==> config.mk <==
export PLATFORM = sky130hd
export DESIGN_NAME = arcade_ctl_seq
export DESIGN_NICKNAME = d
export VERILOG_FILES = /design/src/rtl/arcade_ctl_pkg.sv /design/src/rtl/arcade_trig_chan.sv /design/src/rtl/arcade_ctl_seq.sv
export SDC_FILE = /design/constraint.sdc
export NUM_CORES = 1
export LEC_CHECK = 0
export CAP_MARGIN = 20
export CORE_ASPECT_RATIO = 0.75
export CORE_UTILIZATION = 25
export CTS_BUF_LIST = sky130_fd_sc_hd__clkbuf_4 sky130_fd_sc_hd__clkbuf_8 sky130_fd_sc_hd__clkbuf_16
export DETAILED_ROUTE_END_ITERATION = 12
export MAX_ROUTING_LAYER = met4
export SYNTH_ARGS = -nofsm -noshare
export SYNTH_HDL_FRONTEND = slang
export SYNTH_SLANG_ARGS = --single-unit
==> constraint.sdc <==
create_clock -name clk_sys -period 3.3 [get_ports clk_sys]
set_input_delay 0.33 -clock clk_sys [delete_from_list [all_inputs] [get_ports clk_sys]]
set_output_delay 0.33 -clock clk_sys [all_outputs]
set_load 0.05 [all_outputs]
==> src/rtl/arcade_ctl_pkg.sv <==
// Shared types for the arcade control sequencer: channel modes and reset
// sequencer states.
package arcade_ctl_pkg;

    typedef enum logic [1:0] {
        MODE_ONESHOT = 2'b00,
        MODE_RETRIG  = 2'b01,
        MODE_FOLLOW  = 2'b10,
        MODE_TOGGLE  = 2'b11
    } trig_mode_t;

    typedef enum logic [1:0] {
        ST_ASSERT = 2'b00,
        ST_HOLD   = 2'b01,
        ST_RUN    = 2'b10
    } rst_state_t;

endpackage

==> src/rtl/arcade_trig_chan.sv <==
// One trigger channel: rising-edge detect feeding a one-shot/retrigger stretch
// counter, a follow register or a toggle latch, selected by a 2-bit mode.
module arcade_trig_chan
    import arcade_ctl_pkg::*;
#(
    parameter int CNT_W = 20
) (
    input  logic             clk,
    input  logic             reset_n,
    input  logic             trig,
    input  logic [1:0]       mode,
    input  logic [CNT_W-1:0] len,
    output logic             pulse
);

    trig_mode_t       mode_cur;
    trig_mode_t       mode_q;
    trig_mode_t       mode_nxt;
    logic             prev;
    logic             prev_nxt;
    logic [CNT_W-1:0] cnt;
    logic [CNT_W-1:0] cnt_nxt;
    logic             latch;
    logic             latch_nxt;
    logic             follow;
    logic             follow_nxt;
    logic             rise;

    always_comb begin
        mode_cur   = trig_mode_t'(mode);
        rise       = trig & ~prev;
        prev_nxt   = trig;
        cnt_nxt    = (cnt != '0) ? cnt - CNT_W'(1) : cnt;
        latch_nxt  = latch;
        follow_nxt = trig;
        mode_nxt   = mode_q;

        // A mode switch flushes all state and resyncs prev so no edge is seen
        if (mode_cur != mode_q) begin
            cnt_nxt    = '0;
            latch_nxt  = 1'b0;
            follow_nxt = 1'b0;
            mode_nxt   = mode_cur;
        end else begin
            case (mode_q)
                MODE_ONESHOT: if (rise && cnt == '0) cnt_nxt = len;
                MODE_RETRIG:  if (rise) cnt_nxt = len;
                MODE_TOGGLE:  if (rise) latch_nxt = ~latch;
                default: ;
            endcase
        end
    end

    always_ff @(posedge clk or negedge reset_n) begin
        if (!reset_n) begin
            mode_q <= MODE_ONESHOT;
            prev   <= 1'b0;
            cnt    <= '0;
            latch  <= 1'b0;
            follow <= 1'b0;
        end else begin
            mode_q <= mode_nxt;
            prev   <= prev_nxt;
            cnt    <= cnt_nxt;
            latch  <= latch_nxt;
            follow <= follow_nxt;
        end
    end

    // Output is a pure function of registered state
    always_comb begin
        pulse = 1'b0;
        case (mode_q)
            MODE_ONESHOT, MODE_RETRIG: pulse = (cnt != '0);
            MODE_FOLLOW:               pulse = follow;
            MODE_TOGGLE:               pulse = latch;
            default:                   pulse = 1'b0;
        endcase
    end

endmodule

==> src/rtl/arcade_ctl_seq.sv <==
// Control sequencer for arcade cores: N conditioned trigger channels plus a
// core reset generator with a minimum hold after all sources release.
module arcade_ctl_seq
    import arcade_ctl_pkg::*;
#(
    parameter int CHANNELS = 4,
    parameter int CNT_W    = 20,
    parameter int RST_SRCS = 3,
    parameter int RST_HOLD = 16
) (
    input  logic                      clk_sys,
    input  logic                      reset_n,
    input  logic [CHANNELS-1:0]       trig_i,
    input  logic [2*CHANNELS-1:0]     mode_i,
    input  logic [CHANNELS*CNT_W-1:0] len_i,
    output logic [CHANNELS-1:0]       trig_o,
    input  logic [RST_SRCS-1:0]       rst_src_i,
    output logic                      core_reset_o,
    output logic                      rst_done_o
);

    localparam int HCNT_W = (RST_HOLD > 1) ? $clog2(RST_HOLD) : 1;

    for (genvar g = 0; g < CHANNELS; g++) begin : g_chan
        arcade_trig_chan #(
            .CNT_W (CNT_W)
        ) u_chan (
            .clk     (clk_sys),
            .reset_n (reset_n),
            .trig    (trig_i[g]),
            .mode    (mode_i[2*g +: 2]),
            .len     (len_i[g*CNT_W +: CNT_W]),
            .pulse   (trig_o[g])
        );
    end

    rst_state_t        state;
    rst_state_t        state_nxt;
    logic [HCNT_W-1:0] hcnt;
    logic [HCNT_W-1:0] hcnt_nxt;
    logic              done_nxt;
    logic              any_src;

    always_comb begin
        any_src   = |rst_src_i;
        state_nxt = state;
        hcnt_nxt  = hcnt;
        done_nxt  = 1'b0;
        case (state)
            ST_ASSERT: begin
                if (!any_src) begin
                    state_nxt = ST_HOLD;
                    hcnt_nxt  = HCNT_W'(RST_HOLD - 1);
                end
            end
            ST_HOLD: begin
                if (any_src) begin
                    state_nxt = ST_ASSERT;
                end else if (hcnt == '0) begin
                    state_nxt = ST_RUN;
                    done_nxt  = 1'b1;
                end else begin
                    hcnt_nxt = hcnt - HCNT_W'(1);
                end
            end
            ST_RUN: begin
                if (any_src) state_nxt = ST_ASSERT;
            end
            default: state_nxt = ST_ASSERT;
        endcase
    end

    always_ff @(posedge clk_sys or negedge reset_n) begin
        if (!reset_n) begin
            state      <= ST_ASSERT;
            hcnt       <= '0;
            rst_done_o <= 1'b0;
        end else begin
            state      <= state_nxt;
            hcnt       <= hcnt_nxt;
            rst_done_o <= done_nxt;
        end
    end

    // Decoded straight from the state register, so it asserts with reset_n
    assign core_reset_o = (state != ST_RUN);

endmodule

==> results of run 1 <==
[area by class of cell]
| class | instances | area [um2] | area share [%] |
|---|---|---|---|
| Sequential cell | 107 | 2680 | 32.5 |
| Tap cell | 338 | 423 | 5.14 |
| Clock buffer | 9 | 225 | 2.74 |
| Clock inverter | 7 | 100 | 1.22 |
| Multi-Input combinational cell | 555 | 3480 | 42.3 |
| Timing Repair Buffer | 131 | 1250 | 15.3 |
| Inverter | 18 | 67.6 | 0.821 |
[power groups by stage]
stage	Clock [mW]	Combinational (mW)	Sequential [mW]
finish	1.20	5.81	2.16
global route	1.30	6.46	2.23
CTS	1.25	5.79	2.15
detailed placement	0	5.73	2.17
global placement	0	5.72	2.15
floorplan	0	4.30	2.05
[metrics by stage]
stage	hold WS [ps]	instances	instance area, um2
after floorplan	34.4	728	6440
after CTS	440	1164	8210
after global placement	375	1147	7870
after global routing	444	1165	8230
final	461	1165	8230
after detailed placement	376	1147	7870
[cells by family (layout without fill, tap and decap cells)]
| logic type | Yosys count | count (layout) | share of synthesized area [%] |
|---|---|---|---|
| adder cells (fa/ha/maj) | 5 | 5 | 0.971 |
| flip-flops | 107 | 107 | 41.6 |
| XOR/XNOR | 47 | 47 | 6.39 |
| multiplexers | 14 | 14 | 2.21 |
| AND/OR/NAND/NOR | 274 | 274 | 23.8 |
| AO/OA/AOI/OAI | 215 | 215 | 20.4 |
| buffers and inverters | 66 | 165 | 4.66 |
[cell usage after synthesis (9+ instances only)]
library cell               count
sky130_fd_sc_hd__a211oi_1     10
sky130_fd_sc_hd__a21oi_1      53
sky130_fd_sc_hd__a31oi_1      24
sky130_fd_sc_hd__and3_1       11
sky130_fd_sc_hd__clkbuf_1     34
sky130_fd_sc_hd__dfrtp_1     107
sky130_fd_sc_hd__inv_1        18
sky130_fd_sc_hd__mux2i_1      12
sky130_fd_sc_hd__nand2_1      41
sky130_fd_sc_hd__nand2b_1     10
sky130_fd_sc_hd__nand3_1      30
sky130_fd_sc_hd__nand4b_1      9
sky130_fd_sc_hd__nor2_1       49
sky130_fd_sc_hd__nor3_1       29
sky130_fd_sc_hd__nor4_1       21
sky130_fd_sc_hd__o211ai_1      9
sky130_fd_sc_hd__o21ai_0      70
sky130_fd_sc_hd__or3_1         9
sky130_fd_sc_hd__xnor2_1      20
sky130_fd_sc_hd__xor2_1       27
[path summary, 6_finish.rpt]
check                           cells past startpoint                         end  slack, ps
max in group asynchronous                           3    g_chan[1].u_chan.cnt[18]       1990
worst min register to register                      1                     hcnt[0]        510
worst min-delay path                                1  g_chan[0].u_chan.mode_q[1]        460
worst max register to register                      8    g_chan[2].u_chan.cnt[11]        470
worst max-delay path                                9                   trig_o[3]        190
min in group asynchronous                           2     g_chan[2].u_chan.cnt[2]        520
[metal layers]
| layer | global-route usage, % | vias up | routed length, um |
|---|---|---|---|
| met1 | 20.3 | 2793 | 9080 |
| met2 | 19.5 | 159 | 7450 |
| met4 | 2.67 | 0 | 114 |
| li1 | - | 2903 | - |
| met3 | 3.36 | 8 | 967 |
| met5 | - | - | 0 |
[sequential cells by signal (all words and copies together) (netlist names)]
signal	count
g_chan.u_chan.follow	4
hcnt	4
g_chan.u_chan.cnt	80
g_chan.u_chan.mode_q	8
state	2
rst_done_o	1
g_chan.u_chan.prev	4
g_chan.u_chan.latch	4
[cells in the final DEF, fill, tap and decap left out, types with 8 or more instances in the layout]
master / netlist / routed
sky130_fd_sc_hd__clkbuf_16: 0 / 9
sky130_fd_sc_hd__dfrtp_1: 107 / 107
sky130_fd_sc_hd__or4_1: 8 / 8
sky130_fd_sc_hd__nor2_1: 49 / 49
sky130_fd_sc_hd__nor3_1: 29 / 28
sky130_fd_sc_hd__mux2i_1: 12 / 12
sky130_fd_sc_hd__nand3_1: 30 / 30
sky130_fd_sc_hd__nand2b_1: 10 / 10
sky130_fd_sc_hd__inv_1: 18 / 18
sky130_fd_sc_hd__o211ai_1: 9 / 9
sky130_fd_sc_hd__and3_1: 11 / 11
sky130_fd_sc_hd__or3_1: 9 / 9
sky130_fd_sc_hd__o21ai_0: 70 / 70
sky130_fd_sc_hd__a31oi_1: 24 / 23
sky130_fd_sc_hd__clkdlybuf4s50_1: 0 / 99
sky130_fd_sc_hd__nand4b_1: 9 / 9
sky130_fd_sc_hd__buf_4: 5 / 28
sky130_fd_sc_hd__a21oi_1: 53 / 53
sky130_fd_sc_hd__xor2_1: 27 / 27
sky130_fd_sc_hd__nand2_1: 41 / 41
sky130_fd_sc_hd__nor4_1: 21 / 21
sky130_fd_sc_hd__xnor2_1: 20 / 20
sky130_fd_sc_hd__a211oi_1: 10 / 10
sky130_fd_sc_hd__nand4_1: 8 / 8
sky130_fd_sc_hd__o22ai_1: 8 / 8
[worst max-delay path, delay by kind of cell (launching register included)]
| kind | cells | cell delay, ps |
|---|---|---|
| buffers and inverters | 3 | 950 |
| AND/OR/NAND/NOR | 4 | 810 |
| flip-flops | 1 | 430 |
| adder cells (fa/ha/maj) | 1 | 180 |
| AO/OA/AOI/OAI | 1 | 60 |
[what timing repair did]
item                                    4_1_cts  5_1_grt
resized for setup                             1        1
buffers inserted                              0        0
hold buffers                                  1        0
endpoints found under the setup margin        1        1
endpoints found under the hold margin        42        0
==> impl_metrics.csv, run 1 <==
group,metric,value,unit
outcome,run_status,"complete, no violations",
clock_network,cts_inserted_buffers,9,
sta,fmax,322,MHz
synthesis,postSynth.topFlopCell,"sky130_fd_sc_hd__dfrtp_1",
sta,period_needed,3110,ps
synthesis,synth_cell_types,66,
pwr,combPwrFrac,63.4,%
sta,report.final.hold_viol_count,0,
critical_path,critical_path.cell_chain,"inv_1 -> ha_1 -> nor3b_1 -> buf_4 -> nand4_1 -> or2_2 -> nor2_1 -> a21oi_1 -> clkdlybuf4s50_1",
synthesis,synthesis.nets,830,
global_routing,grtUsageTotal,14.0,%
sta,finalWorstSetupSlack,193,ps
synthesis,syn_avg_cell_area,8.85,um2
flow_run,maxCapViolations,0,
critical_path,cp-end-kind,"output port",
sta,grt_setup_unrepaired,"false",
floorplanning,top_level_ports,103,
cells_and_area,final_layout_size_suffix_gt1_share,8.71,%
synthesis,instance_count_of_the_mapped_netlist,728,
pwr,swShare,47.1,%
route,drtPass1Iterations,5,
floorplanning,die_area,26400,um2
route,drt_wl_total,17.6,mm
clock_network,cts.sink_count,107,
clock_network,clockBufferDepth,2,
pwr,internal_power,4.85,mW
global_routing,pin_count_of_the_biggest_net_entering_global_routing,66,
sta,slew_headroom,50.0,%
global_routing,number_of_antenna_violations_at_the_first_check_in_global_routing,0,
placed_design,gp_congestion,0.857,
synthesis,synth.top_cell.area_share,41.6,%
global_routing,grt_pass1_wl,29.0,mm
placed_design,port_buffers,102,
critical_path,critical_path.startpoint,"g_chan[3].u_chan.cnt[0]",
route,detail_route.wl_per_cell,15.1,um
route,drt_via_density,5.03,
synthesis,seq_area_frac_synth,41.6,%
route,drt_first_iter_violations,481,
cells_and_area,final_util,32.7,%
global_routing,gr-total-overflow,0,
placed_design,dpl_worst_slack,374,ps
critical_path,crit_arrival,2780,ps
pwr,pwr-share-clk,13.1,%
critical_path,cp_slowest_cell,"sky130_fd_sc_hd__clkdlybuf4s50_1",
cells_and_area,nets,924,
clock_network,cts.reportedPaths.clkPinSlew,80,ps
floorplanning,die_w,187,um
synthesis,synth_edf_count,0,
sta,fin_worst_skew,8.93,ps
cells_and_area,antenna_cells,0,
global_routing,number_of_global_route_vias_before_repair,5502,
synthesis,ys_ff_latch,107,
pwr,cellPowerDensity,1110,nW/um2
floorplanning,core_area,25100,um2
sta,period_share,94.2,%
sta,final-max-slew-violation-count,0,
route,post-route-drc-count,0,
placed_design,place.detailed.hpwl,12.8,mm
pwr,power.total,9.17,mW
pwr,net-switching-power,4.32,mW
critical_path,timing_worst_setup_path_type,"register to output port",
min_path,min_from,"mode_i[1]",
floorplanning,floorplan.rows,50,
floorplanning,floorplan.die.height,141,um
synthesis,netlist.top_cell.by_area,"sky130_fd_sc_hd__dfrtp_1",
pwr,power.ir.vdd_worst,416,uV
clock_network,clk_root_buffer_cell,"sky130_fd_sc_hd__clkbuf_16",
synthesis,ys.warnings.count,0,
synthesis,synth_area,6440,um2
min_path,class_of_the_tightest_hold_or_removal_check,"primary input to register",
clock_network,htree_num_levels,3,
route,num_vias,5863,
route,postRouteAntennaNets,0,
sta,fin_setup_tns,0,ps
critical_path,highest_fanout_seen_on_the_critical_path,7,
cells_and_area,num-fill-cells,2625,
critical_path,worst_path_largest_cell_delay,710,ps
pwr,seq_power_share,23.6,%
synthesis,synthTopCellsByArea,"sky130_fd_sc_hd__dfrtp_1, sky130_fd_sc_hd__o21ai_0, sky130_fd_sc_hd__a21oi_1",
critical_path,cp.required,2970,ps
clock_network,cts_tree,"yes",
floorplanning,floorplan.initialDensity,25.6,%
clock_network,clock_insertion_delay_at_the_later_pin_of_the_skew_report,360,ps
sta,setup_viol_count_final,0,
cells_and_area,syn_to_layout_area_delta,27.7,%
sta,worst_pin_slew,742,ps
critical_path,r2r-start,"g_chan[2].u_chan.cnt[0]",
synthesis,async_flop_share,100,%
critical_path,worstSetupStartpointType,"register",
pwr,static-leakage-power,3.29,nW
Note: power is estimated with default switching activity, not from simulation.
==> inputs of run 2 (changes only) <==
- GPL_TIMING_DRIVEN: default -> 0
- REMOVE_ABC_BUFFERS: default -> 1
==> impl_metrics.csv, run 2 (same netlist as run 1, synthesis figures left out) <==
group,metric,value,unit
cells_and_area,final_cell_mix,"sky130_fd_sc_hd__dfrtp_1, sky130_fd_sc_hd__clkdlybuf4s50_1, sky130_fd_sc_hd__o21ai_0",
cells_and_area,nets,904,
critical_path,timing_worst_setup_path_type,"register to output port",
clock_network,htree_num_levels,3,
route,detail_route.wl_per_cell,15.2,um
pwr,cellPowerDensity,1110,nW/um2
min_path,min_from,"mode_i[7]",
clock_network,cts_inserted_buffers,9,
critical_path,crit_arrival,2820,ps
critical_path,r2r-start,"g_chan[2].u_chan.cnt[0]",
critical_path,timing.reg2reg.setup_slack,340,ps
cells_and_area,antenna_cells,0,
floorplanning,floorplan.die.height,141,um
global_routing,number_of_antenna_violations_at_the_first_check_in_global_routing,0,
floorplanning,core_area,25100,um2
pwr,power.total,9.12,mW
route,num_vias,5759,
sta,period_needed,3150,ps
sta,period_share,95.4,%
placed_design,dpl_worst_slack,-201,ps
critical_path,highest_fanout_seen_on_the_critical_path,7,
floorplanning,top_level_ports,103,
floorplanning,floorplan.initialDensity,25.6,%
sta,hold-worst-slack,459,ps
flow_run,maxCapViolations,0,
sta,slew_headroom,34.7,%
sta,report.final.hold_viol_count,0,
floorplanning,floorplan.rows,50,
cells_and_area,syn_to_layout_area_delta,27.2,%
critical_path,worst_path_largest_cell_delay,610,ps
clock_network,clk_root_buffer_cell,"sky130_fd_sc_hd__clkbuf_16",
outcome,run_status,"complete, no violations",
sta,fin_worst_skew,8.84,ps
floorplanning,die_w,187,um
cells_and_area,final_layout_size_suffix_gt1_share,7.68,%
min_path,timing.hold.worst_path_depth,1,
critical_path,r2r.worst_path.cells,8,
critical_path,regToRegEndpoint,"g_chan[2].u_chan.cnt[15]",
pwr,power.ir.vdd_worst,454,uV
global_routing,number_of_global_route_vias_before_repair,5479,
cells_and_area,number_of_flip_flops_in_the_largest_register,80,
clock_network,clockBufferDepth,2,
cells_and_area,reg.largest.list,"g_chan.u_chan.cnt x80, g_chan.u_chan.mode_q x8",
critical_path,critical_path.cell_chain,"or4_1 -> nor3_2 -> nand2_2 -> nor2_1 -> a21oi_1 -> dlygate4sd2_1",
cells_and_area,num-fill-cells,2626,
sta,grt_setup_unrepaired,"false",
global_routing,gr-total-overflow,0,
cells_and_area,largest_register,"g_chan.u_chan.cnt",
route,postRouteAntennaNets,0,
placed_design,port_buffers,102,
route,drt_wl_total,17.4,mm
critical_path,cp.required,2970,ps
cells_and_area,final_area,8190,um2
clock_network,cts.reportedPaths.clkPinSlew,80,ps
floorplanning,die_area,26400,um2
global_routing,pin_count_of_the_biggest_net_entering_global_routing,57,
cells_and_area,final_common_cell,"sky130_fd_sc_hd__dfrtp_1",
critical_path,worstSetupStartpointType,"register",
sta,worst_pin_slew,966,ps
cells_and_area,regArea,2680,um2
pwr,static-leakage-power,3.26,nW
placed_design,place.detailed.hpwl,12.5,mm
route,drt_via_density,5.03,
cells_and_area,multi_input_comb_area,3560,um2
critical_path,cp-end-kind,"output port",
critical_path,cp_slowest_cell,"sky130_fd_sc_hd__or4_1",
route,drt_first_iter_violations,354,
sta,fmax,318,MHz
route,post-route-drc-count,0,
clock_network,cts_tree,"yes",
global_routing,grtUsageTotal,13.9,%
clock_network,clock_insertion_delay_at_the_later_pin_of_the_skew_report,360,ps
critical_path,timing.critical_path.buf_inv,1,
sta,final-max-slew-violation-count,0,
min_path,class_of_the_tightest_hold_or_removal_check,"primary input to register",
clock_network,cts.sink_count,107,
placed_design,gp_congestion,0.813,
sta,finalWorstSetupSlack,153,ps
min_path,hold_end,"g_chan[3].u_chan.mode_q[1]",
critical_path,cp_top_family,"simple AND/OR/NAND/NOR gates",
placed_design,placed_inst_area,7740,um2
sta,setup_viol_count_final,0,
global_routing,grt_pass1_wl,28.6,mm
route,drtPass1Iterations,5,
==> run 2: changes by cell type in the layout (fill, tap and decap cells not counted), moves of 3 or more <==
cell / delta
sky130_fd_sc_hd__nor3_2: +3
sky130_fd_sc_hd__nor4_1: -3
sky130_fd_sc_hd__nor3_1: -3
sky130_fd_sc_hd__buf_4: -25
==> run 2: worst reg2reg max path: stages (launching register included) <==
cell and delay (ps):
sky130_fd_sc_hd__dfrtp_1 430, sky130_fd_sc_hd__inv_1 80, sky130_fd_sc_hd__ha_1 210, sky130_fd_sc_hd__or4b_4 520, sky130_fd_sc_hd__or4_4 550, sky130_fd_sc_hd__o41a_1 530
sky130_fd_sc_hd__buf_8 250, sky130_fd_sc_hd__o21ai_0 220, sky130_fd_sc_hd__a21oi_1 60
==> run 2: stage by stage <==
stage	instances	setup TNS (ps)	utilization (%)
2_1_floorplan	680	0	-
3_3_place_gp	1120	-317240	30.4
3_5_place_dp	1124	-201	30.8
4_1_cts	1142	0	32.4
5_1_grt	1145	0	32.6
6_report	1145	0	32.6
==> run 2: report_power, final <==
part / leakage [nW] / switching, mW / internal (mW)
combinational: 1.67 / 3.35 / 2.32
clock: 0.165 / 0.524 / 0.741
sequential: 1.42 / 0.496 / 1.69
total: 3.26 / 4.37 / 4.75
==> run 2: routing by layer <==
layer,wire length [um],global-route usage (%)
met3,678,2.91
met4,176,3.58
met1,9190,20.0
met2,7370,19.3
met5,0,-
==> run 2: how the worst max path moves through the flow <==
stage | depth (start not counted) | slack, ps | from | to
floorplan | 7 | 200 | g_chan[1].u_chan.cnt[0] | g_chan[1].u_chan.cnt[0]
global placement | 1 | -2650 | reset_n | g_chan[1].u_chan.cnt[7]
detailed placement | 6 | -200 | g_chan[1].u_chan.cnt[14] | trig_o[1]
CTS | 6 | 20 | g_chan[3].u_chan.cnt[4] | trig_o[3]
global route | 6 | 10 | g_chan[1].u_chan.cnt[14] | trig_o[1]
finish | 6 | 150 | g_chan[1].u_chan.cnt[14] | trig_o[1]
==> run 2: area by class of cell <==
| type | count | area share, % |
|---|---|---|
| multi-input cells | 555 | 43.4 |
| repair buffers | 111 | 13.7 |
| flip-flops and latches | 107 | 32.7 |
| inverters | 18 | 0.825 |
| well taps | 338 | 5.16 |
| clock inverters | 7 | 1.42 |
| clock buffers | 9 | 2.75 |
==> run 2: repair_timing <==
item	in CTS	in global routing
endpoints found under the hold margin	51	0
buffers inserted	1	1
hold buffers	1	0
resized for setup	11	7
endpoints found under the setup margin	4	4
pin swaps	1	1
==> inputs of run 3 (changes only) <==
- ABC_AREA: default -> 1
==> impl_metrics.csv, run 3 <==
group,metric,value,unit
synthesis,postSynth.topFlopCell,"sky130_fd_sc_hd__dfrtp_1",
cells_and_area,largest_register,"g_chan.u_chan.cnt",
sta,period_share,93.8,%
synthesis,ys.warnings.count,0,
synthesis,synth.top_cell.area_share,33.5,%
min_path,class_of_the_tightest_hold_or_removal_check,"primary input to register",
route,detail_route.wl_per_cell,13.0,um
clock_network,cts_tree,"yes",
cells_and_area,antenna_cells,0,
floorplanning,floorplan.die.height,157,um
clock_network,post-cts-setup-buffers,0,
clock_network,clock_insertion_delay_at_the_later_pin_of_the_skew_report,380,ps
clock_network,cts_inserted_buffers,9,
route,post-route-drc-count,0,
floorplanning,floorplan.rows,56,
sta,final-max-slew-violation-count,0,
synthesis,synthTopCellsByArea,"sky130_fd_sc_hd__dfrtp_1, sky130_fd_sc_hd__nand2_1, sky130_fd_sc_hd__nor2_1",
sta,slew_headroom,28.4,%
route,wl_met3,1.02,mm
pwr,cellPowerDensity,740,nW/um2
pwr,power.total,7.15,mW
sta,fmax,323,MHz
route,drtPass1Iterations,5,
route,route.met2.wl,9.33,mm
synthesis,synth_edf_count,0,
sta,grt_setup_unrepaired,"false",
critical_path,critical_path.startpoint,"g_chan[0].u_chan.cnt[0]",
critical_path,r2r-start,"g_chan[0].u_chan.prev",
route,drt_via_density,4.56,
synthesis,syn_avg_cell_area,6.77,um2
cells_and_area,num-fill-cells,3397,
floorplanning,top_level_ports,103,
synthesis,instance_count_of_the_mapped_netlist,1180,
clock_network,htree_num_levels,3,
flow_run,maxCapViolations,0,
sta,setup_viol_count_final,0,
critical_path,highest_fanout_seen_on_the_critical_path,16,
synthesis,netlist_top_cells_count,"sky130_fd_sc_hd__nand2_1, sky130_fd_sc_hd__nor2_1, sky130_fd_sc_hd__inv_1",
sta,report.final.hold_viol_count,0,
sta,fin_worst_skew,7.47,ps
placed_design,port_buffers,102,
cells_and_area,final_layout_size_suffix_gt1_share,8.90,%
sta,worst_pin_slew,1070,ps
pwr,static-leakage-power,4.55,nW
cells_and_area,reg.largest.list,"g_chan.u_chan.cnt x80, g_chan.u_chan.mode_q x8",
cells_and_area,nets,1356,
global_routing,pin_count_of_the_biggest_net_entering_global_routing,59,
route,met1_length,11.0,mm
synthesis,yosysMostFrequentCell,"sky130_fd_sc_hd__nand2_1",
critical_path,timing_worst_setup_path_type,"register to output port",
route,drt_first_iter_violations,406,
placed_design,gp_congestion,0.842,
floorplanning,die_w,208,um
global_routing,gr-total-overflow,0,
placed_design,place.detailed.hpwl,15.6,mm
floorplanning,core_area,31300,um2
synthesis,synth_cell_types,49,
cells_and_area,number_of_flip_flops_in_the_largest_register,80,
global_routing,grt_pass1_wl,35.9,mm
clock_network,cts.reportedPaths.clkPinSlew,80,ps
global_routing,grtUsageTotal,14.1,%
route,postRouteAntennaNets,0,
cells_and_area,final_util,30.8,%
cells_and_area,final_common_cell,"sky130_fd_sc_hd__nand2_1",
clock_network,clockBufferDepth,2,
clock_network,clk_root_buffer_cell,"sky130_fd_sc_hd__clkbuf_16",
placed_design,placed_inst_area,9320,um2
cells_and_area,syn_to_layout_area_delta,20.9,%
route,top_layer,"met4",
critical_path,worstSetupStartpointType,"register",
route,drt_wl_total,21.6,mm
synthesis,synth_area,7990,um2
global_routing,number_of_antenna_violations_at_the_first_check_in_global_routing,0,
synthesis,async_flop_share,100,%
synthesis,seq_area_frac_synth,33.5,%
clock_network,cts.sink_count,107,
cells_and_area,final_cell_mix,"sky130_fd_sc_hd__nand2_1, sky130_fd_sc_hd__nor2_1, sky130_fd_sc_hd__inv_1",
synthesis,ys_ff_latch,107,
route,num_vias,7586,
floorplanning,floorplan.initialDensity,25.5,%
global_routing,number_of_global_route_vias_before_repair,7113,
outcome,run_status,"complete, no violations",
cells_and_area,final_area,9660,um2
min_path,min_from,"trig_i[3]",
critical_path,cp-end-kind,"output port",
critical_path,crit_arrival,2770,ps
critical_path,cp.required,2970,ps
sta,fin_setup_tns,0,ps
pwr,power.ir.vdd_worst,306,uV
synthesis,netlist.top_cell.by_area,"sky130_fd_sc_hd__dfrtp_1",
floorplanning,die_area,32700,um2
sta,period_needed,3100,ps
-- run 3: layout make-up --
class,instances,area (um2),share of cell area (%)
Clock inverter,7,100,1.04
Multi-Input combinational cell,880,4500,46.5
Tap cell,406,508,5.26
Inverter,150,569,5.89
Timing Repair Buffer,106,1080,11.2
Clock buffer,9,225,2.33
Sequential cell,107,2680,27.7
-- run 3: what timing repair did --
item	CTS	global route
resized for setup	3	0
endpoints found under the setup margin	2	0
endpoints found under the hold margin	49	0
hold buffers	1	0
-- run 3: metrics by stage --
step | cells | hold WS, ps | setup WS [ps]
3_5_place_dp | 1648 | 318 | 176
4_1_cts | 1665 | 395 | 186
3_3_place_gp | 1645 | 516 | -2820
6_report | 1665 | 418 | 204
2_1_floorplan | 1137 | 34.4 | 900
5_1_grt | 1665 | 403 | 3.29
-- run 3: worst paths after layout --
path | slack [ps] | endpoint | cells after the start
max | 200 | trig_o[0] | 8
max reg2reg | 660 | g_chan[0].u_chan.cnt[10] | 6
min | 420 | g_chan[3].u_chan.prev | 1
max in group asynchronous | 2140 | g_chan[0].u_chan.cnt[10] | 3
min reg2reg | 530 | hcnt[2] | 2
min in group asynchronous | 460 | g_chan[3].u_chan.cnt[11] | 2
-- run 3: worst max-delay path, stage by stage (launching register included) --
cell	delay [ps]
sky130_fd_sc_hd__dfrtp_1	350
sky130_fd_sc_hd__inv_1	100
sky130_fd_sc_hd__ha_1	250
sky130_fd_sc_hd__nand2_2	140
sky130_fd_sc_hd__nor2_4	90
sky130_fd_sc_hd__nand3_4	220
sky130_fd_sc_hd__clkinv_1	390
sky130_fd_sc_hd__o221ai_1	290
sky130_fd_sc_hd__dlygate4sd2_1	560
-- run 3: logic make-up after synthesis --
family	after synthesis	synth area share (%)
XOR/XNOR	21	2.30
AND/OR/NAND/NOR	655	37.5
adder cells (fa/ha/maj)	5	0.783
AO/OA/AOI/OAI	199	15.6
buffers and inverters	193	10.2
flip-flops	107	33.5
-- run 3: where the power goes --
group	internal (mW)	total [mW]	switching (mW)
registers	1.58	1.86	0.280
clock network	0.673	1.24	0.568
logic	1.50	4.05	2.54
total	3.76	7.15	3.39
-- run 3: layer usage --
layer  vias up  global-route usage (%)
met5         -                       -
met2       146                    21.4
met4         0                    4.02
met3        19                    3.49
met1      3483                    18.6
li1       3938                       -
